===== src/rtl/cache_arb_pkg.sv =====
// Shared types for the cache arbiter: FSM state encoding and grant identifiers.
package cache_arb_pkg;

  typedef enum logic [1:0] {
    IDLE    = 2'd0,
    SERVE_I = 2'd1,
    SERVE_D = 2'd2
  } arb_state_t;

  localparam logic GRANT_I = 1'b0;
  localparam logic GRANT_D = 1'b1;

endpackage


===== src/rtl/cache_arbiter.sv =====
// Time-shares the physical-memory line port between the I-cache and D-cache,
// one transaction at a time, alternating grants when both sides contend.
module cache_arbiter
  import cache_arb_pkg::*;
#(
  parameter int ADDR_W = 32,
  parameter int LINE_W = 256
) (
  input  logic              clk,
  input  logic              reset,
  input  logic              i_read,
  input  logic [ADDR_W-1:0] i_addr,
  output logic [LINE_W-1:0] i_rdata,
  output logic              i_resp,
  input  logic              d_read,
  input  logic              d_write,
  input  logic [ADDR_W-1:0] d_addr,
  input  logic [LINE_W-1:0] d_wdata,
  output logic [LINE_W-1:0] d_rdata,
  output logic              d_resp,
  output logic              pmem_read,
  output logic              pmem_write,
  output logic [ADDR_W-1:0] pmem_addr,
  output logic [LINE_W-1:0] pmem_wdata,
  input  logic [LINE_W-1:0] pmem_rdata,
  input  logic              pmem_resp
);

  arb_state_t state_q, state_d;
  logic       last_grant_q, last_grant_d;
  logic       d_req_s;

  assign d_req_s = d_read | d_write;

  // Next-state arbitration plus the output mux driven from state and live requester inputs.
  always_comb begin
    state_d      = state_q;
    last_grant_d = last_grant_q;
    pmem_read    = 1'b0;
    pmem_write   = 1'b0;
    pmem_addr    = '0;
    pmem_wdata   = '0;
    i_resp       = 1'b0;
    i_rdata      = '0;
    d_resp       = 1'b0;
    d_rdata      = '0;
    case (state_q)
      IDLE: begin
        // A stray pmem_resp here is ignored; nothing is outstanding.
        if (i_read && d_req_s) begin
          if (last_grant_q == GRANT_D) begin
            state_d      = SERVE_I;
            last_grant_d = GRANT_I;
          end else begin
            state_d      = SERVE_D;
            last_grant_d = GRANT_D;
          end
        end else if (i_read) begin
          state_d      = SERVE_I;
          last_grant_d = GRANT_I;
        end else if (d_req_s) begin
          state_d      = SERVE_D;
          last_grant_d = GRANT_D;
        end else begin
          state_d = IDLE;
        end
      end
      SERVE_I: begin
        pmem_read = 1'b1;
        pmem_addr = i_addr;
        if (pmem_resp) begin
          i_resp  = 1'b1;
          i_rdata = pmem_rdata;
          state_d = IDLE;
        end else begin
          state_d = SERVE_I;
        end
      end
      SERVE_D: begin
        // Strobes are forwarded as-is, including the illegal read+write combination.
        pmem_read  = d_read;
        pmem_write = d_write;
        pmem_addr  = d_addr;
        pmem_wdata = d_wdata;
        if (pmem_resp) begin
          d_resp  = 1'b1;
          d_rdata = pmem_rdata;
          state_d = IDLE;
        end else begin
          state_d = SERVE_D;
        end
      end
      default: begin
        state_d = IDLE;
      end
    endcase
  end

  // State and grant-history registers; reset abandons any transaction in flight.
  always_ff @(posedge clk) begin
    if (reset) begin
      state_q      <= IDLE;
      last_grant_q <= GRANT_I;
    end else begin
      state_q      <= state_d;
      last_grant_q <= last_grant_d;
    end
  end

endmodule


===== config.mk =====
export PLATFORM = sky130hd
export DESIGN_NAME = cache_arbiter
export DESIGN_NICKNAME = d
export VERILOG_FILES = /design/src/rtl/cache_arb_pkg.sv /design/src/rtl/cache_arbiter.sv
export SDC_FILE = /design/constraint.sdc
export NUM_CORES = 1
export LEC_CHECK = 0
export ABC_AREA = 1
export BUFFER_PORTS_ARGS = -buffer_cell sky130_fd_sc_hd__buf_2
export CAP_MARGIN = 20
export CORE_AREA = 10 10 527 529
export DETAILED_ROUTE_END_ITERATION = 16
export DIE_AREA = 0 0 537 539
export HOLD_SLACK_MARGIN = 0.02
export PLACE_DENSITY = 0.3
export SETUP_SLACK_MARGIN = 0.15
export SYNTH_ARGS = -nofsm -noshare
export SYNTH_HDL_FRONTEND = slang
export SYNTH_SLANG_ARGS = --single-unit

===== constraint.sdc =====
create_clock -name clk -period 1.4 [get_ports clk]
set_input_delay 0.14 -clock clk [delete_from_list [all_inputs] [get_ports clk]]
set_output_delay 0.14 -clock clk [all_outputs]
set_load 0.03 [all_outputs]

==> impl_table.tex <==
\begin{tabular}{lr}
\hline
Metric & Value \\
\hline
\multicolumn{2}{l}{\textbf{Cells and area}} \\
\quad Fraction of final layout cells with drive strength greater than 1 & 0.627 \\
\quad Net count reported at finish & 3,579 \\
\quad Final cell area excluding filler cells & 27,400 um\^{}2 \\
\quad Layout overhead on the synthesized area & 359\% \\
\multicolumn{2}{l}{\textbf{Setup path}} \\
\quad Sum of buffers and inverters on the critical path & 5 \\
\quad Worst endpoint data arrival time & 1830 ps \\
\quad Slowest stage cell on the critical path & dfxtp\_4 \\
\quad Cell count along the critical path & 8 \\
\quad Critical Path, Cell by Cell & inv\_4, ha\_4, nand2\_8, buf\_4, buf\_12, buf\_12, nor2\_1, buf\_4 \\
\quad End point of the critical path & d\_rdata[181] \\
\quad CP Capture Type & output pin \\
\quad Startpoint type of the worst setup path & register \\
\quad Cell family with most CP delay & buffers and inverters \\
\quad Largest stage delay on the critical path & 350 ps \\
\quad Required time reported for the critical path endpoint & 1260 ps \\
\quad Setup Crit Path Kind & register to output pin \\
\quad Setup slack of the most critical reg-to-reg path & 30 ps \\
\quad Reg-to-reg critical path endpoint & state\_q[0] \\
\quad Reg2Reg Depth & 8 \\
\quad CP max FO & 28 \\
\quad Critical register-to-register path startpoint & state\_q[0] \\
\quad Critical Path Start & state\_q[0] \\
\multicolumn{2}{l}{\textbf{Place}} \\
\quad Routability congestion estimate from global placement & 0.924 \\
\quad Hpwl dp & 196 mm \\
\quad Post-detailed-placement cell area & 24,100 um\^{}2 \\
\quad Quantity of I/O buffers inserted on ports & 1,385 \\
\quad Worst slack after detailed placement & -545 ps \\
\multicolumn{2}{l}{\textbf{Synth}} \\
\quad Part of the Yosys area used for sequential elements & 0.0100 \\
\quad Synth Register Bits & 3 \\
\quad Commonest cells in the netlist & 522 x inv\_1, 517 x nor2\_1, 329 x nand2\_1, 60 x buf\_2, 35 x a21oi\_1 \\
\quad Synth warnings & 0 \\
\quad Cell types with the largest area share after synthesis & inv\_1 33\%, nor2\_1 32\%, nand2\_1 21\%, buf\_2 5.0\%, buf\_4 3.5\% \\
\quad Synthesized net count & 2,096 \\
\quad Number of synthesized flops with an enable pin & 0 \\
\quad Area of the mapped netlist & 5980 um\^{}2 \\
\quad Most instantiated library cell after synthesis & inv\_1 \\
\quad Post-synthesis area per instance & 3.96 um\^{}2 \\
\quad Post-synthesis instance total & 1,510 \\
\quad Predominant post-synthesis flop cell & dfxtp\_1 \\
\quad Share of the synthesized area in the top cell type & 0.327 \\
\quad Yosys cell types & 13 \\
\quad Area leader, netlist & inv\_1 \\
\quad Proportion of synthesized flip-flops having asynchronous set or reset & 0 \\
\multicolumn{2}{l}{\textbf{Timing}} \\
\quad Unrepaired setup endpoints after global routing & yes \\
\quad Worst hold margin & 187 ps \\
\quad Final worst setup slack & -573 ps \\
\quad Max-slew violation total from the final report & 0 \\
\quad Final number of setup-violating endpoints & 804 \\
\quad Share of the cycle needed by the critical path after routing & 1.41 \\
\quad Upper clock frequency limit & 507 MHz \\
\quad Final critical delay including setup and external delays & 1970 ps \\
\quad Relative slew slack & 0.586 \\
\quad Least-Margin Pin Slew & 620 ps \\
\quad Final hold viol count & 0 \\
\quad Clock skew after layout & 1.76 ps \\
\multicolumn{2}{l}{\textbf{Global route}} \\
\quad Vias in the first global route & 16,600 \\
\quad Initial antenna violation count & 219 \\
\quad GRT Total Usage & 0.135 \\
\quad Remaining Overflow, GRT & 0 \\
\quad Pin count of the biggest net entering global routing & 52 \\
\quad Global-route wire length before repair & 243 mm \\
\multicolumn{2}{l}{\textbf{Floorplanning}} \\
\quad Die height & 539 um \\
\quad Die footprint & 289,000 um\^{}2 \\
\quad Ports & 1,386 \\
\quad Die width & 537 um \\
\quad Std cell rows & 190 \\
\quad Initial core utilization & 0.0224 \\
\quad Area of the core & 267,000 um\^{}2 \\
\multicolumn{2}{l}{\textbf{Pwr}} \\
\quad Worst supply voltage drop on vdd & 343 uV \\
\quad Leakage power & 14.7 nW \\
\quad Cell area power density & 536 nW/um\^{}2 \\
\multicolumn{2}{l}{\textbf{Route}} \\
\quad Post-route ant nets & 0 \\
\quad Detailed-routing iteration count for the pre-antenna-repair pass & 5 \\
\quad DRC violation count after routing & 0 \\
\quad Via density per instance & 2.48 \\
\quad Number of design-rule violations left by the first detailed-router iteration & 1,084 \\
\quad Average detailed-routed wire length per instance & 31.5 um \\
\quad Via total after detailed routing & 16,300 \\
\quad Final wirelength & 207 mm \\
\multicolumn{2}{l}{\textbf{Run status}} \\
\quad Outcome & finished with violations \\
\quad Failing checks & setup timing \\
\multicolumn{2}{l}{\textbf{Clocking}} \\
\quad Number of buffers created by CTS & 3 \\
\quad H-tree Lvls & 1 \\
\quad Reg clk slew, reported paths & 30 ps \\
\quad Clock Sink Count & 3 \\
\quad CTS tree & built \\
\quad Buffer cell driving the clock tree root & clkbuf\_16 \\
\quad Bufs on Longest Clock Path & 2 \\
\quad Post-cts hold buffer count & 0 \\
\quad Clock latency on the worst-skew pair & 230 ps \\
\multicolumn{2}{l}{\textbf{Min path}} \\
\quad Class of the tightest hold or removal check & primary input to register \\
\quad Hold wc startpoint & reset \\
\multicolumn{2}{l}{\textbf{Job}} \\
\quad Number of maximum-capacitance violations & 0 \\
\hline
\end{tabular}
placed cells by master, fill, tap and decap left out, drive strengths merged:
cell / n
or2: 1
dfxtp: 3
ha: 4
a21oi: 35
clkbuf: 19
nor2: 517
bufbuf: 1
nand2: 330
inv: 522
nand3: 2
buf: 1558
diode: 48
worst register-to-register path, cell delays in order, from the launching register on:
cell and delay, ps:
dfxtp_4 350, buf_4 140, ha_4 180, buf_6 150
buf_16 170, nand2_1 80, nand2_1 50, nor2_1 100
nor2_1 40
where the power goes:
group / internal (W) / switching [W] / leakage [nW] / total (W)
registers: 0.0000992 / 0.0000156 / 0.0259 / 0.000115
clock network: 0.000376 / 0.0000772 / 0.0385 / 0.000453
logic: 0.00543 / 0.00872 / 14.7 / 0.0142
worst min-delay path by stage:
stage | cells past startpoint | to | slack [ps]
global route | 3 | state_q[0] | 220
global placement | 3 | state_q[0] | 420
CTS | 4 | last_grant_q | 180
floorplan | 3 | last_grant_q | 290
finish | 3 | state_q[0] | 190
detailed placement | 4 | last_grant_q | 420
area by class of cell:
class,instances,area [um^2]
Fill cell,31300,240000
Antenna cell,48,120
Timing Repair Buffer,1574,15600
Inverter,522,1970
Clock buffer,4,78.8
Multi-Input combinational cell,889,5200
Sequential cell,3,65.1
Tap cell,3552,4440
what timing repair did:
action,in CTS,in global routing
endpoints found under the setup margin,806,806
gates cloned,14,3
pin swaps,13,9
gates resized for setup,444,328
buffers inserted,28,9
registers in the layout, summed over array words and instances, names as in the netlist:
register      flops
last_grant_q      1
state_q           2
layer usage:
| layer | share of wire | global-route usage |
|---|---|---|
| met1 | 0.41 | 0.161 |
| met2 | 0.43 | 0.208 |
| met3 | 0.14 | 0.0835 |
| met4 | 0.018 | 0.0213 |
| met5 | 0.0043 | 0 |
metrics by stage:
step	utilization	instances	TNS, ps	power, W
after CTS	0.0985	6532	-378220	0.0147
after global routing	0.103	6568	-409670	0.0155
after floorplan	-	1510	-72480	0.00500
after global placement	0.0902	6486	-218490	0.0127
after detailed placement	0.0902	6486	-203000	0.0127
final	0.103	6592	-362370	0.0147
kinds of logic (layout without fill, tap and decap cells):
logic type,after synthesis,count (layout),share of synthesized area
AND/OR/NAND/NOR,850,850,0.534
buffers and inverters,618,2100,0.418
AO/OA/AOI/OAI,35,35,0.0293
adder cells (fa/ha/maj),4,4,0.00836
flip-flops,3,3,0.0100
other,0,48,0
(Power assumes the default switching activity.)
